$ cat config.mk
export PLATFORM = sky130hd
export DESIGN_NAME = char_stream_reader
export DESIGN_NICKNAME = d
export VERILOG_FILES = /design/src/rtl/char_stream_reader.sv
export SDC_FILE = /design/constraint.sdc
export NUM_CORES = 1
export LEC_CHECK = 0
export BUFFER_PORTS_ARGS = -buffer_cell sky130_fd_sc_hd__buf_2
export CORE_UTILIZATION = 60
export DETAILED_ROUTE_END_ITERATION = 10
export GPL_ROUTABILITY_DRIVEN = 0
export MAX_ROUTING_LAYER = met4
export PLACE_DENSITY = 0.75
export RECOVER_POWER = 50
export SYNTH_ARGS = -nofsm -noshare
export SYNTH_HDL_FRONTEND = slang
export SYNTH_SLANG_ARGS = --single-unit
export TNS_END_PERCENT = 20
$ cat constraint.sdc
create_clock -name clock -period 2.6 [get_ports clock]
set_input_delay 0.52 -clock clock [delete_from_list [all_inputs] [get_ports clock]]
set_output_delay 0.52 -clock clock [all_outputs]
set_load 0.01 [all_outputs]
$ cat src/rtl/char_stream_reader.sv
// -----------------------------------------------------------------------------
// char_stream_reader
//
// Streams a NUL-terminated string out of a small run-time loadable char memory
// to a downstream consumer (the tokenizer). The page loader fills the memory
// through the load_* port. A run starts at the address given on `argument` and
// produces one char every two cycles (FETCH + EMIT). The run ends after the NUL
// terminator is accepted, or after the last memory entry is accepted.
//
// Handshake: `char` is offered while char_valid=1 and is held stable until the
// consumer raises char_ready. A char counts as transferred only on a clock edge
// where char_valid=1, char_ready=1 and state_enable=1 are all present.
//
// Ports
//   clock, reset   single clock; synchronous active-high reset
//   state_enable   1 = run the stream; 0 = abort and return to IDLE
//   argument       start address, latched on IDLE->FETCH (low ADDR_WIDTH bits)
//   load_en/_addr/_data  char memory write port, honoured in every state
//   char_ready     consumer accepts the offered char this cycle
//   char           current char
//   char_valid     char is valid
//   has_finished   stream complete; held until state_enable drops
//   char_count     chars accepted this run, including the terminating NUL
//   state_dbg      FSM state (0 IDLE, 1 FETCH, 2 EMIT, 3 DONE)
// -----------------------------------------------------------------------------
module char_stream_reader #(
  parameter int CHAR_WIDTH = 8,
  parameter int DEPTH      = 64,
  parameter int ADDR_WIDTH = 6
) (
  input  logic                  clock,
  input  logic                  reset,
  input  logic                  state_enable,
  input  logic [7:0]            argument,
  input  logic                  load_en,
  input  logic [ADDR_WIDTH-1:0] load_addr,
  input  logic [CHAR_WIDTH-1:0] load_data,
  input  logic                  char_ready,
  output logic [CHAR_WIDTH-1:0] char,
  output logic                  char_valid,
  output logic                  has_finished,
  output logic [ADDR_WIDTH:0]   char_count,
  output logic [1:0]            state_dbg
);

  typedef enum logic [1:0] {
    IDLE  = 2'd0,
    FETCH = 2'd1,
    EMIT  = 2'd2,
    DONE  = 2'd3
  } state_e;

  localparam logic [ADDR_WIDTH-1:0] LAST_ADDR = ADDR_WIDTH'(DEPTH - 1);

  state_e                state_q;
  logic [ADDR_WIDTH-1:0] addr_q;
  logic [CHAR_WIDTH-1:0] char_q;
  logic                  valid_q;
  logic                  fin_q;
  logic [ADDR_WIDTH:0]   count_q;

  // Char memory. No reset: contents survive reset so a page stays loaded.
  logic [CHAR_WIDTH-1:0] mem_q [DEPTH];

  always_ff @(posedge clock) begin
    if (load_en) begin
      mem_q[load_addr] <= load_data;
    end
  end

  // Only the low ADDR_WIDTH bits of argument select the start address.
  logic unused_argument;
  assign unused_argument = ^argument;

  always_ff @(posedge clock) begin
    if (reset) begin
      state_q <= IDLE;
      addr_q  <= '0;
      char_q  <= '0;
      valid_q <= 1'b0;
      fin_q   <= 1'b0;
      count_q <= '0;
    end else if (state_q != IDLE && !state_enable) begin
      // Abort wins over everything, including an EMIT handshake in the same
      // cycle. char_count is left alone so the last run's total stays visible.
      state_q <= IDLE;
      char_q  <= '0;
      valid_q <= 1'b0;
      fin_q   <= 1'b0;
    end else begin
      case (state_q)
        IDLE: begin
          if (state_enable) begin
            addr_q  <= argument[ADDR_WIDTH-1:0];
            count_q <= '0;
            state_q <= FETCH;
          end
        end
        FETCH: begin
          // Read-first: a write to addr_q in this same cycle is not seen here.
          char_q  <= mem_q[addr_q];
          valid_q <= 1'b1;
          state_q <= EMIT;
        end
        EMIT: begin
          if (char_ready) begin
            count_q <= count_q + 1'b1;
            valid_q <= 1'b0;
            // The stream ends on NUL, or on the last entry without wrapping.
            if (char_q == '0 || addr_q == LAST_ADDR) begin
              fin_q   <= 1'b1;
              state_q <= DONE;
            end else begin
              addr_q  <= addr_q + 1'b1;
              state_q <= FETCH;
            end
          end
        end
        DONE: begin
          // Hold everything until state_enable drops.
        end
        default: state_q <= IDLE;
      endcase
    end
  end

  assign char         = char_q;
  assign char_valid   = valid_q;
  assign has_finished = fin_q;
  assign char_count   = count_q;
  assign state_dbg    = state_q;

endmodule

# ---- Word-level counts from Yosys, hierarchy flattened
# Memory sizes are Yosys's and may differ from the RTL's. A register that Yosys moved wholly into a read port is not among the register bits.
# Cells that the tools add are included.
dict set report op_classes {
  n_eq_ne 6
  muxes 15
  n_reduce_logical 15
  bitwise_logic 1
  addsub 2
}
# op n
set op_table {}
lappend op_table {{6-bit two-way mux} 3}
lappend op_table {{7-bit two-way mux} 2}
lappend op_table {{7-bit one-hot mux with 2 select lines} 1}
lappend op_table {{6-bit one-hot mux with 2 select lines} 1}
lappend op_table {{8-bit logical NOT} 1}
lappend op_table {{7-bit by 1-bit adder with 7-bit output (second input constant)} 1}
lappend op_table {{6-bit by 1-bit adder with 6-bit output (second input constant)} 1}
lappend op_table {{6-bit == test (second input constant)} 1}
lappend op_table {{2-bit two-way mux} 3}
lappend op_table {{2-bit inequality test (second input constant)} 3}
lappend op_table {{2-bit one-hot mux with 3 select lines} 1}
lappend op_table {{3-bit AND reduction} 2}
lappend op_table {{2-bit nonzero test} 3}
lappend op_table {{5-bit AND reduction} 1}
lappend op_table {{4-bit AND reduction} 1}
lappend op_table {{1-bit two-way mux} 3}
lappend op_table {{3-bit nonzero test} 1}
lappend op_table {{2-bit by 1-bit == test with 1-bit output (second input constant)} 1}
lappend op_table {{2-bit == test (second input constant)} 1}
lappend op_table {{2-bit logical NOT} 1}
lappend op_table {{1-bit one-hot mux with 2 select lines} 1}
lappend op_table {{2-bit AND reduction} 1}
lappend op_table {{2-bit OR reduction} 1}
lappend op_table {{1-bit logical AND} 1}
lappend op_table {{3 further kinds} 3}
dict set report word_totals {
  mem_bits_rw 512
  ff_bits 17
  output_inout_bits 19
  inputBits 27
  mem_count 1
}
# name words width rd rd_ports_with_merged_regs write_ports line
set memory_table {}
lappend memory_table {mem_q 64 8 1 1 1 63} ;# logic [CHAR_WIDTH-1:0] mem_q [DEPTH];

# ---- Longest topological paths before layout
# Gate-level depths: netlist (run 1).
dict set report depth {
  ltp_word 5
  ltp_mapped 9
}

# ---- Worst setup path before layout (run 1)
# Ideal clock, no wire load.
dict set report synth_path {
  path_type {input port to flip-flop}
  start {in load_addr[5]}
  end {mem mem_q[48][0] (enable)}
  slack_ns 0.428
  stages 4
  n_path_buf 1
  arrival_time_ns 1.788
  required_time_ns 2.217
  cell_sequence {clkbuf_1 nand3_1 or3_1 nor3_1}
}
# item line
set synth_lines {}
lappend synth_lines {{from (decl)} 36} ;# input logic [ADDR_WIDTH-1:0] load_addr,
lappend synth_lines {{to (decl)} 63}
# Straight into the memory's write port.

==> run_results.csv, run 1 <==
group,metric,value,unit
run_status,status,"complete, but fails checks",
run_status,violations,"capacitance limit, slew limit",
synth,synth_seq_cells,537,
global_route,antenna_found_initial,2,
clocking,cts_tree,"built",
timing,fin_crit,2422,ps
timing,rsz0062_at_grt,"no",
synth,ys_async_sr_fraction,0,%
die,core-area,34540,sq um
timing,period_share,93.16,%
routing,drc,0,
die,die_y,189.5,microns
place,dp_hpwl,28320,microns
finish,final_common_cell,"edfxtp_1",
routing,drt_wl_total,45490,microns
routing,first_iter_violations,1157,
timing,whs,297.4,ps
clocking,cts.clk_slew.worst_paths,60,ps
clocking,cts_buffer_depth,3,
setup_path,crit_type,"reg -> reg",
setup_path,arrival,2850,ps
setup_path,cp_data_required_time,3030,ps
finish,fill_cells,2175,
finish,mostFrequentLayoutCells,"edfxtp_1, mux4_2, nor2_1, buf_4, clkbuf_16",
setup_path,endpoint_kind,"register",
power_and_ir_drop,p_leak,0.007633,uW
setup_path,crit_chain,"buf_12, buf_4, mux4_2, mux2i_1, o22ai_1, a211oi_1, a21oi_1",
global_route,grt_pass1_wl,67210,microns
finish,final_util,69.60,%
setup_path,worst-path-max-fanout,42,
finish,area_delta_synth_final,13.99,%
routing,drt_pass1_iterations,5,
synth,syn_nets,1079,
die,start_util,61.06,%
setup_path,critPathMaxStageDelay,780,ps
global_route,grt_max_degree,65,
timing,fmax,412.9,MHz
finish,nets,1232,
routing,drtAntennaViolNets,0,
place,place_ws,195.6,ps
clocking,postCtsHoldBufs,0,
synth,synth_edf_count,512,
place,portBuffers,43,
timing,slew_headroom,-16.19,%
power_and_ir_drop,irDropWorstVdd,0.5904,mV
synth,ys.flop_type,"edfxtp_1",
clocking,cts-root-buf,"clkbuf_16",
die,rows,68,
clocking,cts.sinks,537,
power_and_ir_drop,power,18320,uW
finish,drive_above_1_share,28.44,%
run,drv_cap,3,
clocking,clkLatencyLatePin,560,ps
synth,syn_area,21090,sq um
clocking,cts_resized,0,
timing,worst_pin_slew,1743,ps
clocking,numCtsBuffers,51,
global_route,gr-usage-all-layers,26.90,%
setup_path,setup.worst_path.start_class,"register",
setup_path,cp_top_family,"flip-flops",
setup_path,crit_slowest_cell,"dfxtp_4",
clocking,htreeDepth,2,
die,fp.dieW,189.5,microns
timing,final_max_slew_viol_count,113,
die,ios,46,
clocking,cts_setup_buffers,0,
synth,syn_area_per_cell,20.18,sq um
die,die_area,35910,sq um
synth,synth_cell_types,44,
timing,fin_setup_tns,0,ps
synth,ys_seq_area_share,75.27,%
synth,yosysWarnings,0,
global_route,grt_pass1_vias,10785,
setup_path,worst-path-buf-inv,2,
timing,hold_viol,0,
timing,setup_ws,177.8,ps
routing,wl_per_cell,26.90,microns
routing,vias,10751,
timing,finClkSkew,20.55,ps
hold_path,holdCritPathClass,"in -> reg",
global_route,grt_overflow,0,
power_and_ir_drop,powerDensity,762.0,nW/um^2
timing,finalSetupViolCount,0,
synth,syn_inst,1045,
routing,vias_per_cell,6.358,
-- registers in the layout (all words and copies together) (netlist names) --
name	count
state_dbg	2
char_valid	1
addr_q	6
char_count	7
has_finished	1
char	8
mem_q	512
-- report_power, final --
part / internal (uW) / switching, uW
sequential: 9570 / 127
clock: 3900 / 2970
combinational: 793 / 960
total: 14300 / 4060
-- logic make-up after synthesis --
kind of cell             after synthesis  synth area share [%]
AO/OA/AOI/OAI                         94                 2.978
XOR/XNOR                               3                0.1246
adder cells (fa/ha/maj)                7                0.4152
buffers and inverters                 61                 1.530
flip-flops                           537                 75.27
multiplexers                         180                 16.28
AND/OR/NAND/NOR                      163                 3.399
-- cell type report --
cell class | instances | area, sq um | area share [%]
antenna | 2 | 5.005 | 0.02082
clock buffer | 67 | 1379 | 5.735
clock inverter | 22 | 148.9 | 0.6193
inverter | 6 | 22.52 | 0.09367
multi-input combinational | 447 | 4893 | 20.35
sequential | 537 | 15890 | 66.08
tap | 455 | 569.3 | 2.368
timing repair buffer | 155 | 1139 | 4.736
-- final timing paths --
check,startpoint,slack (ps),to,depth (start not counted)
max reg2reg,addr_q[2],180,char[1],7
max,addr_q[2],180,char[1],7
min,argument[0],300,addr_q[0],3
min reg2reg,has_finished,500,has_finished,2
-- through the flow --
step	area [sq um]	cells
after floorplan	21090	1045
after CTS	24120	1689
after global routing	24040	1691
after global placement	22590	1600
final	24040	1691
after detailed placement	22590	1600
-- Yosys cell counts, drive strengths merged, types with 3 or more instances --
cell type    n  share of area [%]
edfxtp     512                 73
mux4       129                 14
nor2        83                1.5
buf         37                1.1
mux2i       36                1.7
nand2       33               0.59
dfxtp       25                2.4
a21oi       19               0.45
clkbuf      18               0.32
a22oi       17               0.61
mux2        15               0.80
nand3       15               0.36
o22ai       15               0.44
o21ai       13               0.31
a211oi      11               0.39
ha           7               0.42
o221ai       7               0.29
inv          5              0.089
nand2b       5               0.15
nor2b        5               0.15
or3          5               0.15
nand3b       3               0.11
xor2         3               0.12
-- per-layer routing --
layer / GRT usage, % / wire [microns]
met5: - / 0
met4: 9.088 / 1391
met3: 4.282 / 3583
met2: 41.69 / 22230
met1: 37.03 / 18280
-- tightest hold or removal path, cell delays in order --
cell	delay, ps
buf_2	110
nand2_1	60
a311oi_1	110
(Power assumes the default switching activity.)
==> run 2, diff against run 1 <==
--- a/config.mk
+++ b/config.mk
@@ -6,7 +6,9 @@
 export NUM_CORES = 1
 export LEC_CHECK = 0
 export BUFFER_PORTS_ARGS = -buffer_cell sky130_fd_sc_hd__buf_2
+export CORE_MARGIN = 1.5
 export CORE_UTILIZATION = 60
+export CTS_BUF_LIST = sky130_fd_sc_hd__clkbuf_4 sky130_fd_sc_hd__clkbuf_8
 export DETAILED_ROUTE_END_ITERATION = 10
 export GPL_ROUTABILITY_DRIVEN = 0
 export MAX_ROUTING_LAYER = met4
==> run 2 against run 1 <==
The flow now finishes without violations. Non-clock buffer count fell by 5. Setup slack got worse by 110 ps. Routed wire length is 1.9% lower. Sequential share of layout area up 0.34 points. Utilization down 0.36 points. Critical path depth shrank 1. Clock skew is 7.9 ps higher. First-iteration DRC count is 11% higher. Global-route usage decreased by 0.33 points. Sequential power barely moved. Combinational power decreased by 2%. Critical endpoint is now char[2]. Largest power group unchanged. Highest routed layer unchanged.
==> run_results.csv, run 2 (synthesis results as in run 1) <==
group,metric,value,unit
clocking,htreeDepth,3,
finish,fill_cells,2208,
place,place_ws,130.5,ps
global_route,grt_pass1_vias,11032,
timing,slew_headroom,2.770,%
die,rows,68,
place,dp_hpwl,27940,microns
global_route,gr-usage-all-layers,26.58,%
setup_path,cp_data_required_time,3110,ps
routing,vias,10811,
routing,wl_met1,17650,microns
timing,setup_ws,70.93,ps
timing,final_max_slew_viol_count,0,
routing,first_iter_violations,1282,
run,drv_cap,0,
routing,top_layer,"met4",
routing,vias_per_cell,6.224,
die,die_area,36290,sq um
setup_path,worst-path-max-fanout,18,
finish,multi_input_area,4893,sq um
clocking,cts.clk_slew.worst_paths,60,ps
global_route,grt_max_degree,65,
finish,finish.instance_area,23920,sq um
clocking,clkLatencyLatePin,630,ps
power_and_ir_drop,powerDensity,746.0,nW/um^2
setup_path,endpoint_kind,"register",
setup_path,setup.worst_path.start_class,"register",
setup_path,crit_type,"reg -> reg",
clocking,cts_resized,0,
routing,wl_met2,21490,microns
power_and_ir_drop,p_leak,0.007616,uW
finish,mostFrequentLayoutCells,"edfxtp_1, mux4_2, nor2_1",
power_and_ir_drop,irDropWorstVdd,0.5917,mV
timing,fin_setup_tns,0,ps
routing,drtAntennaViolNets,0,
finish,drive_above_1_share,31.74,%
timing,fmax,395.4,MHz
routing,drt_wl_total,44640,microns
timing,worst_pin_slew,1458,ps
finish,nets,1257,
place,portBuffers,43,
global_route,antenna_found_initial,2,
place,placed_area,22550,sq um
routing,dr_wl_met3,3988,microns
die,fp.dieW,190.5,microns
clocking,postCtsHoldBufs,0,
timing,fin_crit,2529,ps
setup_path,arrival,3040,ps
hold_path,holdCritPathClass,"in -> reg",
finish,area_delta_synth_final,13.41,%
timing,finalSetupViolCount,0,
global_route,grt_overflow,0,
routing,wl_per_cell,25.70,microns
clocking,numCtsBuffers,81,
timing,hold_viol,0,
routing,drt_pass1_iterations,5,
die,die_y,190.5,microns
clocking,cts.sinks,537,
clocking,cts-root-buf,"clkbuf_8",
finish,seqCellArea,15890,sq um
die,start_util,61.06,%
die,core-area,34540,sq um
global_route,grt_pass1_wl,66760,microns
finish,top_register,"mem_q",
routing,drc,0,
finish,largest_reg_flops,512,
die,ios,46,
clocking,cts_setup_buffers,0,
timing,period_share,97.27,%
finish,final_common_cell,"edfxtp_1",
clocking,cts_buffer_depth,3,
run_status,status,"finished clean",
clocking,cts_tree,"built",
timing,finClkSkew,28.42,ps
timing,rsz0062_at_grt,"no",
[run 2: path summary, 6_finish.rpt]
path         slack, ps    startpoint            to  cells past startpoint
max                 70     addr_q[0]       char[2]                      6
min                210   argument[0]     addr_q[0]                      3
min reg2reg        500  has_finished  has_finished                      2
max reg2reg         70     addr_q[0]       char[2]                      6
[run 2: area by class of cell]
class                           count  area share [%]
Inverter                            6         0.09416
Tap cell                          455           2.380
Antenna cell                        3         0.03139
Sequential cell                   537           66.42
Clock buffer                      117           5.791
Timing Repair Buffer              150           4.342
Multi-Input combinational cell    447           20.46
Clock inverter                     22          0.4865
[run 2: critical path, cell delays in order, from the launching register on]
cell and delay, ps:
dfxtp_4 620, buf_12 250, mux4_2 560, a22oi_1 390, nand2_1 160, a211oi_1 320, a21oi_1 100
[run 2: routing by layer]
| layer | up-vias | GRT usage (%) |
|---|---|---|
| li1 | 4670 | - |
| met1 | 5522 | 35.53 |
| met3 | 90 | 5.760 |
| met5 | - | - |
| met2 | 529 | 40.39 |
| met4 | 0 | 10.87 |
[run 2: through the flow]
stage	std cells	power (uW)	utilization, %	hold WS, ps
CTS	1734	17980	69.64	168.5
global route	1736	18450	69.24	209.2
global placement	1595	11530	65.29	468.5
floorplan	1045	10910	-	501.9
finish	1737	17840	69.24	208.7
detailed placement	1595	11580	65.29	486.4
[run 2: report_power, final]
part | switching (uW) | total (uW) | internal (uW)
combinational | 958 | 1710 | 754
clock | 3020 | 6440 | 3410
sequential | 119 | 9690 | 9570
==> run 3, diff against run 2 <==
--- a/config.mk
+++ b/config.mk
@@ -12,7 +12,7 @@
 export DETAILED_ROUTE_END_ITERATION = 10
 export GPL_ROUTABILITY_DRIVEN = 0
 export MAX_ROUTING_LAYER = met4
-export PLACE_DENSITY = 0.75
+export PLACE_DENSITY_LB_ADDON = 0.2
 export RECOVER_POWER = 50
 export SYNTH_ARGS = -nofsm -noshare
 export SYNTH_HDL_FRONTEND = slang
==> run 3 against run 2 <==
The run now ends with capacitance limit, slew limit left. Worst hold slack got worse by 8.3 ps. Non-clock buffer count rose by 10. First-iteration DRC count decreased by 24%.
==> run_results.csv, run 3 (synthesis results as in run 1) <==
group,metric,value,unit
setup_path,crit_chain,"buf_12, mux4_2, a22oi_1, nand2_1, a211oi_1, buf_4, a21oi_1",
hold_path,holdCritPathClass,"in -> reg",
clocking,htreeDepth,3,
finish,nets,1268,
place,place_ws,156.6,ps
global_route,grt_overflow,0,
routing,drt_wl_total,43960,microns
clocking,clkLatencyLatePin,620,ps
setup_path,worst-path-max-fanout,26,
finish,mostFrequentLayoutCells,"edfxtp_1, mux4_2, buf_4",
run_status,violations,"capacitance limit, slew limit",
setup_path,crit_type,"reg -> reg",
routing,wl_per_cell,25.16,microns
clocking,cts_tree,"built",
routing,drc,0,
place,dp_hpwl,27660,microns
timing,fin_crit,2539,ps
finish,top_register,"mem_q",
setup_path,crit_slowest_cell,"mux4_2",
routing,drt_pass1_iterations,6,
die,rows,68,
finish,area_delta_synth_final,14.05,%
clocking,cts_setup_buffers,0,
setup_path,setup.worst_path.start_class,"register",
setup_path,critPathMaxStageDelay,560,ps
clocking,postCtsHoldBufs,0,
finish,finish.instance_area,24050,sq um
global_route,grt_max_degree,65,
run_status,status,"complete, but fails checks",
clocking,cts_buffer_depth,3,
run,drv_cap,1,
clocking,cts_resized,0,
routing,drtAntennaViolNets,0,
die,core-area,34540,sq um
die,ios,46,
setup_path,arrival,3040,ps
timing,final_max_slew_viol_count,43,
timing,setup_ws,61.48,ps
power_and_ir_drop,irDropWorstVdd,0.5053,mV
setup_path,endpoint_kind,"register",
power_and_ir_drop,powerDensity,751.9,nW/um^2
setup_path,reg2reg_depth,7,
timing,hold_viol,0,
die,die_area,36290,sq um
finish,drive_above_1_share,33.36,%
place,placed_area,22590,sq um
finish,largest_reg_flops,512,
routing,vias,10685,
clocking,numCtsBuffers,82,
routing,vias_per_cell,6.116,
timing,finalSetupViolCount,0,
finish,final_common_cell,"edfxtp_1",
finish,final_util,69.64,%
place,portBuffers,43,
die,die_y,190.5,microns
clocking,cts.clk_slew.worst_paths,60,ps
hold_path,min_path_cells,3,
timing,fin_setup_tns,0,ps
global_route,antenna_found_initial,0,
timing,rsz0062_at_grt,"no",
die,start_util,61.06,%
global_route,grt_pass1_vias,10898,
clocking,cts.sinks,537,
timing,fmax,393.9,MHz
global_route,grt_pass1_wl,66310,microns
timing,worst_pin_slew,1836,ps
global_route,gr-usage-all-layers,26.21,%
routing,first_iter_violations,968,
power_and_ir_drop,p_leak,0.007749,uW
timing,finClkSkew,15.72,ps
finish,diodes,0,
setup_path,cp_data_required_time,3100,ps
die,fp.dieW,190.5,microns
clocking,cts-root-buf,"clkbuf_8",
timing,period_share,97.64,%
timing,slew_headroom,-22.43,%
finish,fill_cells,2215,
-- run 3: cell type report --
class | instances | area [sq um] | share of cell area (%)
clock buffer | 117 | 1410 | 5.862
timing repair buffer | 160 | 1119 | 4.650
clock inverter | 25 | 153.9 | 0.6398
multi-input combinational | 447 | 4893 | 20.34
sequential | 537 | 15890 | 66.04
inverter | 6 | 22.52 | 0.09363
tap | 455 | 569.3 | 2.367
-- run 3: worst max-delay path: cells and delay by family, from the launching register on --
family                 cells  cell delay [ps]
and+or+nand+nor            1              150
AOI/OAI and AO/OA          3              780
DFF                        1              470
buffers and inverters      2              440
muxes                      1              560
-- run 3: per-layer routing --
metal	up-vias	routed length (microns)	global-route usage, %
li1	4689	-	-
met1	5506	18240	36.56
met5	-	0	-
met2	421	21270	39.73
met3	69	3265	4.601
met4	0	1185	9.267
-- run 3: final timing paths --
path,from,to,slack [ps]
max,addr_q[0],char[1],60
min,argument[0],addr_q[0],200
max reg2reg,addr_q[0],char[1],60
min reg2reg,has_finished,has_finished,480
-- run 3: per-stage QoR --
step	instances	power, uW	hold slack [ps]
after global placement	1605	11570	465.6
after detailed placement	1605	11600	466.6
after floorplan	1045	10910	501.9
after global routing	1747	18710	172.5
after CTS	1747	18230	161.7
final	1747	18090	200.4
-- run 3: report_power, final --
group          leakage (uW)  switching [uW]  total, uW  internal, uW
Combinational       0.00211             950       1730           782
Clock              0.000827            3090       6670          3590
Sequential          0.00481             108       9680          9570
Total               0.00775            4150      18100         13900
